### src/rtl/sext_pkg.sv
// rtl/sext_pkg.sv - shared widths, types and reference function for the sign extender
//
// Purpose : default operand/result widths, the matching vector types and a
//           pure sign_extend() function usable as a golden reference.
// Contents: SEXT_IN_W, SEXT_OUT_W, sext_in_t, sext_out_t, sign_extend().
package sext_pkg;

  localparam int SEXT_IN_W  = 7;
  localparam int SEXT_OUT_W = 20;

  typedef logic [SEXT_IN_W-1:0]  sext_in_t;
  typedef logic [SEXT_OUT_W-1:0] sext_out_t;

  function automatic sext_out_t sign_extend(input sext_in_t inVal);
    return {{(SEXT_OUT_W-SEXT_IN_W){inVal[SEXT_IN_W-1]}}, inVal};
  endfunction

endpackage

### src/rtl/sign_ext_core.sv
// rtl/sign_ext_core.sv - combinational MSB replication / zero fill
//
// Purpose : widens an IN_W-bit operand to OUT_W bits by replicating its MSB,
//           or by filling with zeros when zeroFill is set. Holds no state.
// Ports   : a        in  IN_W   operand
//           zeroFill in  1      fill upper bits with 0 instead of the MSB
//           extended out OUT_W  widened operand
//           negative out 1      sign of the widened value (0 when zero-filling)
module sign_ext_core
  import sext_pkg::*;
#(
  parameter int IN_W  = SEXT_IN_W,
  parameter int OUT_W = SEXT_OUT_W
) (
  input  logic [IN_W-1:0]  a,
  input  logic             zeroFill,
  output logic [OUT_W-1:0] extended,
  output logic             negative
);

  logic fillBit;

  assign fillBit  = zeroFill ? 1'b0 : a[IN_W-1];
  // The fill bit is exactly the sign of the widened result in both modes.
  assign negative = fillBit;

  if (OUT_W > IN_W) begin : gExtend
    assign extended = {{(OUT_W-IN_W){fillBit}}, a};
  end else begin : gPass
    // Equal widths: nothing to fill, straight pass-through.
    assign extended = a;
  end

endmodule

### src/rtl/seven_twenty_sign_extend.sv
// rtl/seven_twenty_sign_extend.sv - registered, valid-qualified sign extender (7 -> 20 by default)
//
// Purpose : captures a when in_valid is high and presents its sign-extended
//           form one cycle later. Results hold while idle; out_valid pulses
//           once per captured operand.
// Ports   : clk         in  1      rising-edge clock
//           reset       in  1      synchronous active-high reset (beats in_valid)
//           in_valid    in  1      a (and zext_mode) valid this cycle
//           zext_mode   in  1      only with SEXT_ZERO_MODE_EN: zero-extend instead
//           a           in  IN_W   signed operand
//           out_valid   out 1      extended_a holds a new result
//           extended_a  out OUT_W  widened result
//           is_negative out 1      sign of the captured result
// Config  : define SEXT_ZERO_MODE_EN to add the zext_mode input.
module seven_twenty_sign_extend
  import sext_pkg::*;
#(
  parameter int IN_W  = SEXT_IN_W,
  parameter int OUT_W = SEXT_OUT_W
) (
  input  logic             clk,
  input  logic             reset,
  input  logic             in_valid,
`ifdef SEXT_ZERO_MODE_EN
  input  logic             zext_mode,
`endif
  input  logic [IN_W-1:0]  a,
  output logic             out_valid,
  output logic [OUT_W-1:0] extended_a,
  output logic             is_negative
);

  if (IN_W < 1 || OUT_W < IN_W) begin : gBadWidth
    $error("seven_twenty_sign_extend: need 1 <= IN_W <= OUT_W");
  end

  logic             zeroFill;
  logic [OUT_W-1:0] coreExtended;
  logic             coreNegative;

`ifdef SEXT_ZERO_MODE_EN
  assign zeroFill = zext_mode;
`else
  assign zeroFill = 1'b0;
`endif

  sign_ext_core #(
    .IN_W  (IN_W),
    .OUT_W (OUT_W)
  ) uCore (
    .a        (a),
    .zeroFill (zeroFill),
    .extended (coreExtended),
    .negative (coreNegative)
  );

  always_ff @(posedge clk) begin
    if (reset) begin
      out_valid   <= 1'b0;
      extended_a  <= '0;
      is_negative <= 1'b0;
    end else begin
      out_valid <= in_valid;
      // Data registers only load on a valid operand, so a is don't-care when idle.
      if (in_valid) begin
        extended_a  <= coreExtended;
        is_negative <= coreNegative;
      end
    end
  end

endmodule

### config.mk
export PLATFORM = sky130hd
export DESIGN_NAME = seven_twenty_sign_extend
export DESIGN_NICKNAME = d
export VERILOG_FILES = /design/src/rtl/sext_pkg.sv /design/src/rtl/sign_ext_core.sv /design/src/rtl/seven_twenty_sign_extend.sv
export SDC_FILE = /design/constraint.sdc
export NUM_CORES = 1
export LEC_CHECK = 0
export CORE_MARGIN = 5
export CORE_UTILIZATION = 45
export DETAILED_ROUTE_END_ITERATION = 8
export PLACE_DENSITY = 0.78
export SYNTH_ARGS = -nofsm -noshare
export SYNTH_HDL_FRONTEND = slang
export SYNTH_HIERARCHICAL = 1
export SYNTH_SLANG_ARGS = --single-unit
export TNS_END_PERCENT = 20
### constraint.sdc
create_clock -name clk -period 0.9 [get_ports clk]
set_input_delay 0.18 -clock clk [delete_from_list [all_inputs] [get_ports clk]]
set_output_delay 0.18 -clock clk [all_outputs]
set_load 0.01 [all_outputs]
==> results.json, run 1 <==
{
  "outcome": "finished with violations",
  "violations": "setup timing",
  "grt_pass1_vias": 612,
  "placed_cells_incl_taps": 127,
  "insertedDiodeCount": 0,
  "crit_buf_inv": 1,
  "power.density_nw_per_um2": 1634,
  "multi_input_comb_area_sq_um": 312.8,
  "layoutNonFillerInstCount": 134,
  "timing.critical_path.to_type": "output port",
  "critPathArrivalTime_ns": 0.77,
  "ys_warn_count": 6,
  "max_freq_ghz": 1.056,
  "ys_ff_latch": 22,
  "synthesis.nets": 102,
  "setup.worst_path.start_class": "flop",
  "synth_area_per_cell_sq_um": 10.47,
  "power.share.switching_pct": 20.67,
  "synth.area.top_cells": "dfxtp_1 (46%), mux2i_1 (22%), buf_4 (16%)",
  "net_total_in_the_final_layout": 118,
  "synth_edf_count": 0,
  "crit_required_ns": 0.72,
  "cpLargestDelayFamily": "flip-flops",
  "yosysTopAreaCellShare_pct": 45.71,
  "synth_most_common_cell": "dfxtp_1",
  "clock_insertion_delay_worst_skew_ns": 0.30,
  "cts_made_buffers": 3,
  "hpwlAfterDp_um": 1112,
  "numClockSinks": 22,
  "clock_skew_ns": 0,
  "power.clock.fraction_pct": 34.5,
  "dpl_worst_slack_ns": -0.4229,
  "power.sequential.fraction_pct": 49.9,
  "dieArea_sq_um": 3166,
  "grt_remaining_overflow": 0,
  "setup.worst_path.class": "reg -> out",
  "critical-path-slowest-cell": "dfxtp_2",
  "ctsLongestPathBuffers": 2,
  "cp_cell_instances": "buf_6",
  "final_core_util_pct": 64.88,
  "netlist_instances": 92,
  "fp.coreArea_sq_um": 2002,
  "ys_dominant_reg_cell": "dfxtp_1",
  "netlist_top_cells_count": "dfxtp_1 (22), mux2i_1 (21), nor2_1 (21)",
  "detailed_routing_iterations_pass_1": 3,
  "routed_wire_length_per_instance_um": 12.94,
  "post_synth_instance_area_sq_um": 963.4,
  "clock_slew_at_reported_path_ffs_ns": 0.12,
  "hold_viol": 0,
  "cap_viol_max_count": 0,
  "route.antenna.remaining_nets": 0,
  "iteration_0_drc_count_of_the_detailed_router": 2,
  "detail_route.drc_violations": 0,
  "synth_area_leader_cell": "dfxtp_1",
  "die_w_um": 56.27,
  "grt_use_total_pct": 11.71,
  "ys_seq_area_share_pct": 45.71,
  "async_reset_ff_share_pct": 0,
  "count_of_vias_placed_by_the_detailed_router": 585,
  "cts_root_buf": "clkbuf_4",
  "final.setup.worst_slack_ns": -0.04653,
  "buffer_ports.inserted": 31,
  "timing.final.setup_violations": 22,
  "die_h_um": 56.27,
  "rows": 16,
  "slew_viol_final": 0,
  "via_density_per_instance": 4.366,
  "comb_power_share_pct": 15.6,
  "slowest_delay_ns": 0.35,
  "initial_cell_density_of_the_core_pct": 48.12,
  "grt_start_max_net_pins": 23,
  "p_leak_uw": 0.0006202,
  "filler_cell_count_in_the_final_layout": 156,
  "area.growth.synth_to_final_pct": 34.81,
  "hold_path.class": "in -> reg",
  "fin_crit_ns": 0.9465,
  "fin_crit_sh_pct": 105.2,
  "internal_power_uw": 1683,
  "switching_pwr_uw": 438.7,
  "tritoncts": "done",
  "register_area_sq_um": 466.7,
  "synth.lib_cells_used.distinct": 11,
  "postRouteWirelength_um": 1734,
  "gp_routability_congestion": 0.6126,
  "cp_max_fo": 2,
  "hold_ws_ns": 0.1714,
  "clock_tree.htree_level_count": 1,
  "post_route_cells_drive_above_1_share_pct": 49.53,
  "global_route_wire_length_before_repair_um": 2856,
  "vdd.ir_drop.worst_mv": 1.623,
  "antenna_found_initial": 0,
  "top_level_ports": 32,
  "grt_setup_unrepaired": "true"
}
[registers in the layout, indices dropped and copies added (netlist names)]
signal and flops:
is_negative 1, extended_a 20, out_valid 1
[routing by layer]
metal,share of wire (%),global-route usage [%]
met5,0,0
met4,1.6,7.119
met3,4.2,2.982
met2,52,20.37
met1,42,12.59
[power groups by stage]
stage / Sequential (uW) / Combinational [uW] / Clock, uW
3_5_place_dp: 1060 / 299 / 0
6_report: 1060 / 330 / 733
3_3_place_gp: 1060 / 293 / 0
4_1_cts: 1060 / 334 / 756
5_1_grt: 1070 / 354 / 808
2_1_floorplan: 1080 / 195 / 0
[area by class of cell]
class / count / area share (%)
clock buffer: 3 / 1.734
timing repair buffer: 36 / 33.33
clock inverter: 1 / 2.312
multi-input combinational: 45 / 24.08
tap: 27 / 2.601
sequential: 22 / 35.93
[cell families (layout without fill, tap and decap cells)]
logic type             after synthesis  after routing  share of synthesized area, %
DFF                                 22             22                         45.71
other                                1              1                        0.3892
and+or+nand+nor                     23             23                         10.26
buffers and inverters               25             40                         21.82
muxes                               21             21                         21.82
[path summary, 6_finish.rpt]
check / cells after the start / slack (ns) / to / start
worst max-delay path: 1 / -0.05 / extended_a[8] / extended_a[8]$_SDFFE_PP0P_
worst min-delay path: 3 / 0.17 / extended_a[6]$_SDFFE_PP0P_ / a[6]
worst max register to register: 3 / 0.16 / extended_a[7]$_SDFFE_PP0P_ / extended_a[7]$_SDFFE_PP0P_
worst min register to register: 2 / 0.51 / is_negative$_SDFFE_PP0P_ / is_negative$_SDFFE_PP0P_
[timing repair]
action	in CTS	in global routing
endpoints found under the setup margin	43	33
hold buffers	0	0
setup buffers	1	1
resized for setup	131	1
gates cloned	1	0
[worst min-delay path, delay by kind of cell]
family | cells | cell delay, ns
muxes | 1 | 0.08
and+or+nand+nor | 1 | 0.07
buffers and inverters | 1 | 0.11
[cell usage in the layout, fill, tap and decap left out]
cell / netlist / final
buf_6: 1 / 21
clkdlybuf4s50_1: 0 / 7
conb_1: 1 / 1
dfxtp_2: 0 / 21
clkbuf_4: 0 / 3
dlymetal6s2s_1: 0 / 1
bufbuf_16: 0 / 1
mux2i_1: 21 / 21
bufinv_16: 0 / 1
buf_12: 2 / 3
nor2_1: 21 / 21
dfxtp_1: 22 / 1
nor2b_4: 1 / 1
nor2b_1: 1 / 1
buf_2: 1 / 1
dlygate4sd2_1: 0 / 1
buf_4: 20 / 1
[through the flow]
stage                     TNS (ns)  total power (uW)  instance area (sq um)
after global placement      -10.24              1355                   1137
after CTS                   -1.058              2149                   1289
after detailed placement    -11.26              1363                   1137
after global routing        -1.711              2228                   1299
after floorplan                  0              1279                  963.4
final                      -0.7324              2122                   1299
(Power assumes the default switching activity.)
==> run 2: changes to the inputs <==
CORE_UTILIZATION = 49   (was 45)
PLACE_DENSITY = 0.84   (was 0.78)
clock period = 1.2 ns   (was 0.9 ns; I/O delays follow)
==> results.json, run 2 (synthesis results as in run 1) <==
{
  "detail_route.drc_violations": 0,
  "cts_root_buf": "clkbuf_4",
  "area.growth.synth_to_final_pct": 20.91,
  "crit_cells": 1,
  "final_core_util_pct": 60.61,
  "clock_insertion_delay_worst_skew_ns": 0.30,
  "timing.rr.end": "extended_a[7]$_SDFFE_PP0P_",
  "cpLargestDelayFamily": "flip-flops",
  "worst_setup_path_endpoint": "extended_a[13]",
  "detailed_routing_iterations_pass_1": 2,
  "cp_cell_instances": "dlygate4sd2_1",
  "setup_slack_on_the_worst_flop_to_flop_path_ns": 0.57,
  "postRouteWirelength_um": 1531,
  "design_area_sq_um": 1165,
  "hold_viol": 0,
  "grt_setup_unrepaired": "false",
  "via_density_per_instance": 4.527,
  "vdd.ir_drop.worst_mv": 0.9079,
  "count_of_vias_placed_by_the_detailed_router": 593,
  "max_freq_ghz": 0.8645,
  "outcome": "complete, no violations",
  "setup.worst_path.start_class": "flop",
  "crit_required_ns": 0.96,
  "p_leak_uw": 0.0005512,
  "setup.worst_path.class": "reg -> out",
  "fp.coreArea_sq_um": 1922,
  "grt_remaining_overflow": 0,
  "critPathArrivalTime_ns": 0.92,
  "post_route_cells_drive_above_1_share_pct": 7.692,
  "place_area_sq_um": 1137,
  "post_cts_buffers": 0,
  "power.sequential.fraction_pct": 56.8,
  "tritoncts": "done",
  "timing.final.setup_violations": 0,
  "route.antenna.remaining_nets": 0,
  "grt_use_total_pct": 11.65,
  "cts_made_buffers": 3,
  "clock_skew_ns": 0,
  "iteration_0_drc_count_of_the_detailed_router": 3,
  "die_w_um": 54.34,
  "multi_input_comb_area_sq_um": 312.8,
  "register_area_sq_um": 441.7,
  "crit_buf_inv": 1,
  "placed_cells_incl_taps": 127,
  "number_of_flip_flops_under_the_largest_register_name": 20,
  "filler_cell_count_in_the_final_layout": 184,
  "cts_hold_buffers": 0,
  "grt_pass1_vias": 600,
  "routed_wire_length_per_instance_um": 11.69,
  "power.share.switching_pct": 22.79,
  "worst_r2r_path_depth": 2,
  "net_total_in_the_final_layout": 115,
  "most-common-layout-cells": "mux2i_1 (21), nor2_1 (21), dfxtp_1 (21)",
  "layout_top_registers": "extended_a x20, is_negative x1, out_valid x1",
  "hold_ws_ns": 0.5043,
  "power.density_nw_per_um2": 1182,
  "slowest_delay_ns": 0.35,
  "critical-path-slowest-cell": "dfxtp_1",
  "global_route_wire_length_before_repair_um": 2511,
  "ctsLongestPathBuffers": 2,
  "gp_routability_congestion": 0.5647,
  "comb_power_share_pct": 14.5,
  "worstSetupStartpoint": "extended_a[13]$_SDFFE_PP0P_",
  "layoutNonFillerInstCount": 131,
  "antenna_found_initial": 0,
  "insertedDiodeCount": 0,
  "numClockSinks": 22,
  "timing.hold.worst.start": "is_negative$_SDFFE_PP0P_",
  "fin_crit_ns": 1.157,
  "buffer_ports.inserted": 31,
  "die_h_um": 54.34,
  "hold_path.class": "reg -> reg",
  "rows": 16,
  "clock_slew_at_reported_path_ffs_ns": 0.11,
  "top_level_ports": 32,
  "initial_cell_density_of_the_core_pct": 50.13,
  "clock_tree.htree_level_count": 1,
  "slew_viol_final": 0,
  "internal_power_uw": 1063,
  "cap_viol_max_count": 0,
  "power.clock.fraction_pct": 28.7,
  "regMostFlops": "extended_a",
  "dieArea_sq_um": 2953,
  "hpwlAfterDp_um": 1100,
  "cp_max_fo": 2,
  "timing.critical_path.to_type": "output port",
  "worst_r2r_startpoint": "extended_a[7]$_SDFFE_PP0P_",
  "switching_pwr_uw": 313.8,
  "fin_crit_sh_pct": 96.40,
  "grt_start_max_net_pins": 23
}
==> run 2: cell types whose count changed in the layout (fill, tap and decap cells not counted), moves of 2 or more <==
cell             previous run  this run
buf_6                      21         0
clkdlybuf4s15_1             0        14
clkdlybuf4s50_1             7         9
dlygate4sd2_1               1         8
dfxtp_2                    21         1
dfxtp_1                     1        21
==> run 2: per-stage QoR <==
| step | TNS [ns] | total power [uW] | setup slack (ns) |
|---|---|---|---|
| after global routing | 0 | 1438 | 0.0007517 |
| after floorplan | 0 | 959.2 | 0.3861 |
| final | 0 | 1377 | 0.04322 |
| after detailed placement | -2.611 | 1021 | -0.1516 |
| after CTS | 0 | 1390 | 0.01533 |
| after global placement | -2.165 | 1015 | -0.1119 |
==> run 2: worst min-delay path by stage <==
| stage | endpoint | slack (ns) | depth (start not counted) |
|---|---|---|---|
| CTS | extended_a[12]$_SDFFE_PP0P_ | 0.52 | 2 |
| detailed placement | extended_a[13]$_SDFFE_PP0P_ | 0.49 | 2 |
| floorplan | out_valid$_SDFF_PP0_ | 0.31 | 1 |
| global placement | extended_a[3]$_SDFFE_PP0P_ | 0.47 | 2 |
| finish | is_negative$_SDFFE_PP0P_ | 0.50 | 2 |
| global route | extended_a[4]$_SDFFE_PP0P_ | 0.54 | 2 |
==> run 2: worst reg2reg max path, stage by stage, from the launching register on <==
cell and delay, ns:
dfxtp_1 0.33, mux2i_1 0.15, nor2_1 0.05
==> run 2: final cells by class <==
type	count	share of cell area [%]
sequential	22	37.92
timing repair buffer	33	29.22
multi-input combinational	45	26.85
clock buffer	4	3.115
tap	27	2.900
==> run 2: per-layer routing <==
| metal | up-vias | wire [um] | global-route usage [%] |
|---|---|---|---|
| met1 | 272 | 699 | 13.29 |
| met2 | 24 | 674 | 20.32 |
| met3 | 2 | 136 | 2.997 |
| li1 | 295 | - | - |
| met5 | - | 0 | 0 |
| met4 | 0 | 20 | 4.979 |
==> run 2: repair_timing <==
item	in CTS	in global routing
setup endpoints to repair	22	15
resized for setup	22	15
pin swaps	0	0
endpoints found under the hold margin	0	0
gates cloned	0	0
==> run 2: power by group through the flow <==
stage	sequential (uW)	clock [uW]	combinational, uW
CTS	781	408	200
global placement	797	0	218
global route	787	433	218
finish	781	395	200
detailed placement	798	0	222
floorplan	813	0	146
==> run 3: changes to the inputs <==
CTS_CLUSTER_SIZE = 20   (was default)
==> results of run 3 <==
No change in the layout: final DEF, timing and power equal those of run 2.
==> edit (flow settings as in run 1) <==
The option `SEXT_ZERO_MODE_EN` is turned on by a define.
--- a/src/rtl/seven_twenty_sign_extend.sv
+++ b/src/rtl/seven_twenty_sign_extend.sv
@@ -13,4 +13,6 @@
 //           is_negative out 1      sign of the captured result
 // Config  : define SEXT_ZERO_MODE_EN to add the zext_mode input.
+`define SEXT_ZERO_MODE_EN
+
 module seven_twenty_sign_extend
   import sext_pkg::*;
Interface: changed (added zext_mode); port bits go from 32 to 33. No check against the original RTL was run, so the function may have changed too.
==> edit against run 1 <==
- the flow still finishes with violations (negative setup slack)
- fmax fell by 0.36%
- design area down 1.4%
- area after synthesis fell by 0.39%
- routed wire length is 7.2% lower
- die area fell by 0.32%
- setup slack worse by 3.4 ps
- sequential cell count unchanged
- count of clock-buffer cells in the layout unchanged
- power barely moved
- non-clock buffer count grew 1
- largest power group unchanged
==> edit: results (changes against run 1) <==
port bufs 32 (+3.2%); status complete, but fails checks; largest net degree at the start of global routing 23 (unchanged); final hold slack 149 ps (-22.8 ps); DR iter-0 viols 0 (-2); Top FF cell, synth dfxtp_1; Post-synth ARST share 0 (unchanged); nets@finish 119 (+0.85%); mux share of post-synthesis cell area 0.219 (+0.000853); Clock Skew 0 ps (unchanged); first-pass GRT wire length 2.61 mm (-8.7%); antenna cell count 0 (unchanged); Placed Area 1140 sq um (+0.55%); Sw Share 0.212 (+0.00525); CP max stage delay 350 ps (about the same); clock slew at the register clock pins of the worst setup and hold paths 130 ps; Clock Path Buffers 2 (unchanged); Leakage 0.607 nW (-2.2%); failing checks negative setup slack; WL/cell 12.0 um (-7.2%); synthesis warning total 6 (unchanged); critical path arrival 770 ps (about the same); GRT Total Usage 0.105 (-0.0124); Vias per Instance 4.34 (-0.68%); Final setup viols 22 (unchanged); fillers 174 (+12%); Crit Reg-Reg Startpoint extended_a[12]; Yosys cell types 10 (-1); H-tree level count 1 (unchanged); top flop regs extended_a x20, is_negative x1, out_valid x1; CP Max Fanout 2 (unchanged); Worst VDD drop 0.940 mV (-42%); top cells by count, synth 22 x dfxtp_1, 21 x mux2i_1, 21 x nor2_1; Util after Layout 0.639 (-0.00938); GPL Wtd Cong 0.652 (+6.5%); drt pass-1 iters 1 (-2); final worst slack -49.9 ps (-3.40 ps); top post-synthesis cells by area dfxtp_1 46%, mux2i_1 22%, buf_4 16%; Hold WC Path Type in2reg; Post-DP HPWL 1.10 mm (-0.78%); vias in the first global route 603 (-1.5%); Critical Path Source extended_a[15]; RR Endpoint extended_a[12]; sequential-to-total area share from yosys stat 0.459 (+0.00179)
[edit: final cells by class]
class	count	area share
multi-input combinational	44	0.241
timing repair buffer	37	0.326
clock buffer	3	0.0176
sequential	22	0.365
clock inverter	1	0.0235
tap	27	0.0264
[edit: routing by layer]
layer / vias up / part of all wire / track usage
met4: 0 / 0.012 / 0.0508
met1: 259 / 0.42 / 0.114
li1: 303 / - / -
met5: - / 0 / 0
met2: 15 / 0.50 / 0.180
met3: 4 / 0.058 / 0.0348
[edit: timing repair]
item                                    4_1_cts  5_1_grt
endpoints found under the setup margin       43       32
gates resized for setup                     131        1
setup buffers                                 2        1
[edit: how the worst max path moves through the flow]
stage | end | slack (ps) | cells after the start
after CTS | extended_a[15] | -60 | 1
after global routing | extended_a[14] | -90 | 1
after global placement | extended_a[1] | -350 | 4
after floorplan | extended_a[8] | 150 | 4
after detailed placement | extended_a[9] | -410 | 4
final | extended_a[15] | -50 | 1
[edit: metrics by stage]
step / TNS (ps) / cells / setup WS, ps
after CTS: -1190 / 133 / -61.4
after floorplan: 0 / 91 / 146
after detailed placement: -11130 / 127 / -413
after global routing: -1640 / 134 / -89.9
after global placement: -10190 / 127 / -354
final: -898 / 134 / -49.9
[edit: logic make-up (layout without fill, tap and decap cells)]
group | Yosys count | after routing
simple gates | 23 | 23
buf+inv | 25 | 41
mux | 21 | 21
flops | 22 | 22
[edit: power by group through the flow]
stage / registers, mW / clock network [mW] / logic (mW)
detailed placement: 1.06 / 0 / 0.303
global route: 1.06 / 0.807 / 0.341
finish: 1.06 / 0.749 / 0.317
CTS: 1.06 / 0.772 / 0.321
global placement: 1.06 / 0 / 0.297
floorplan: 1.08 / 0 / 0.193
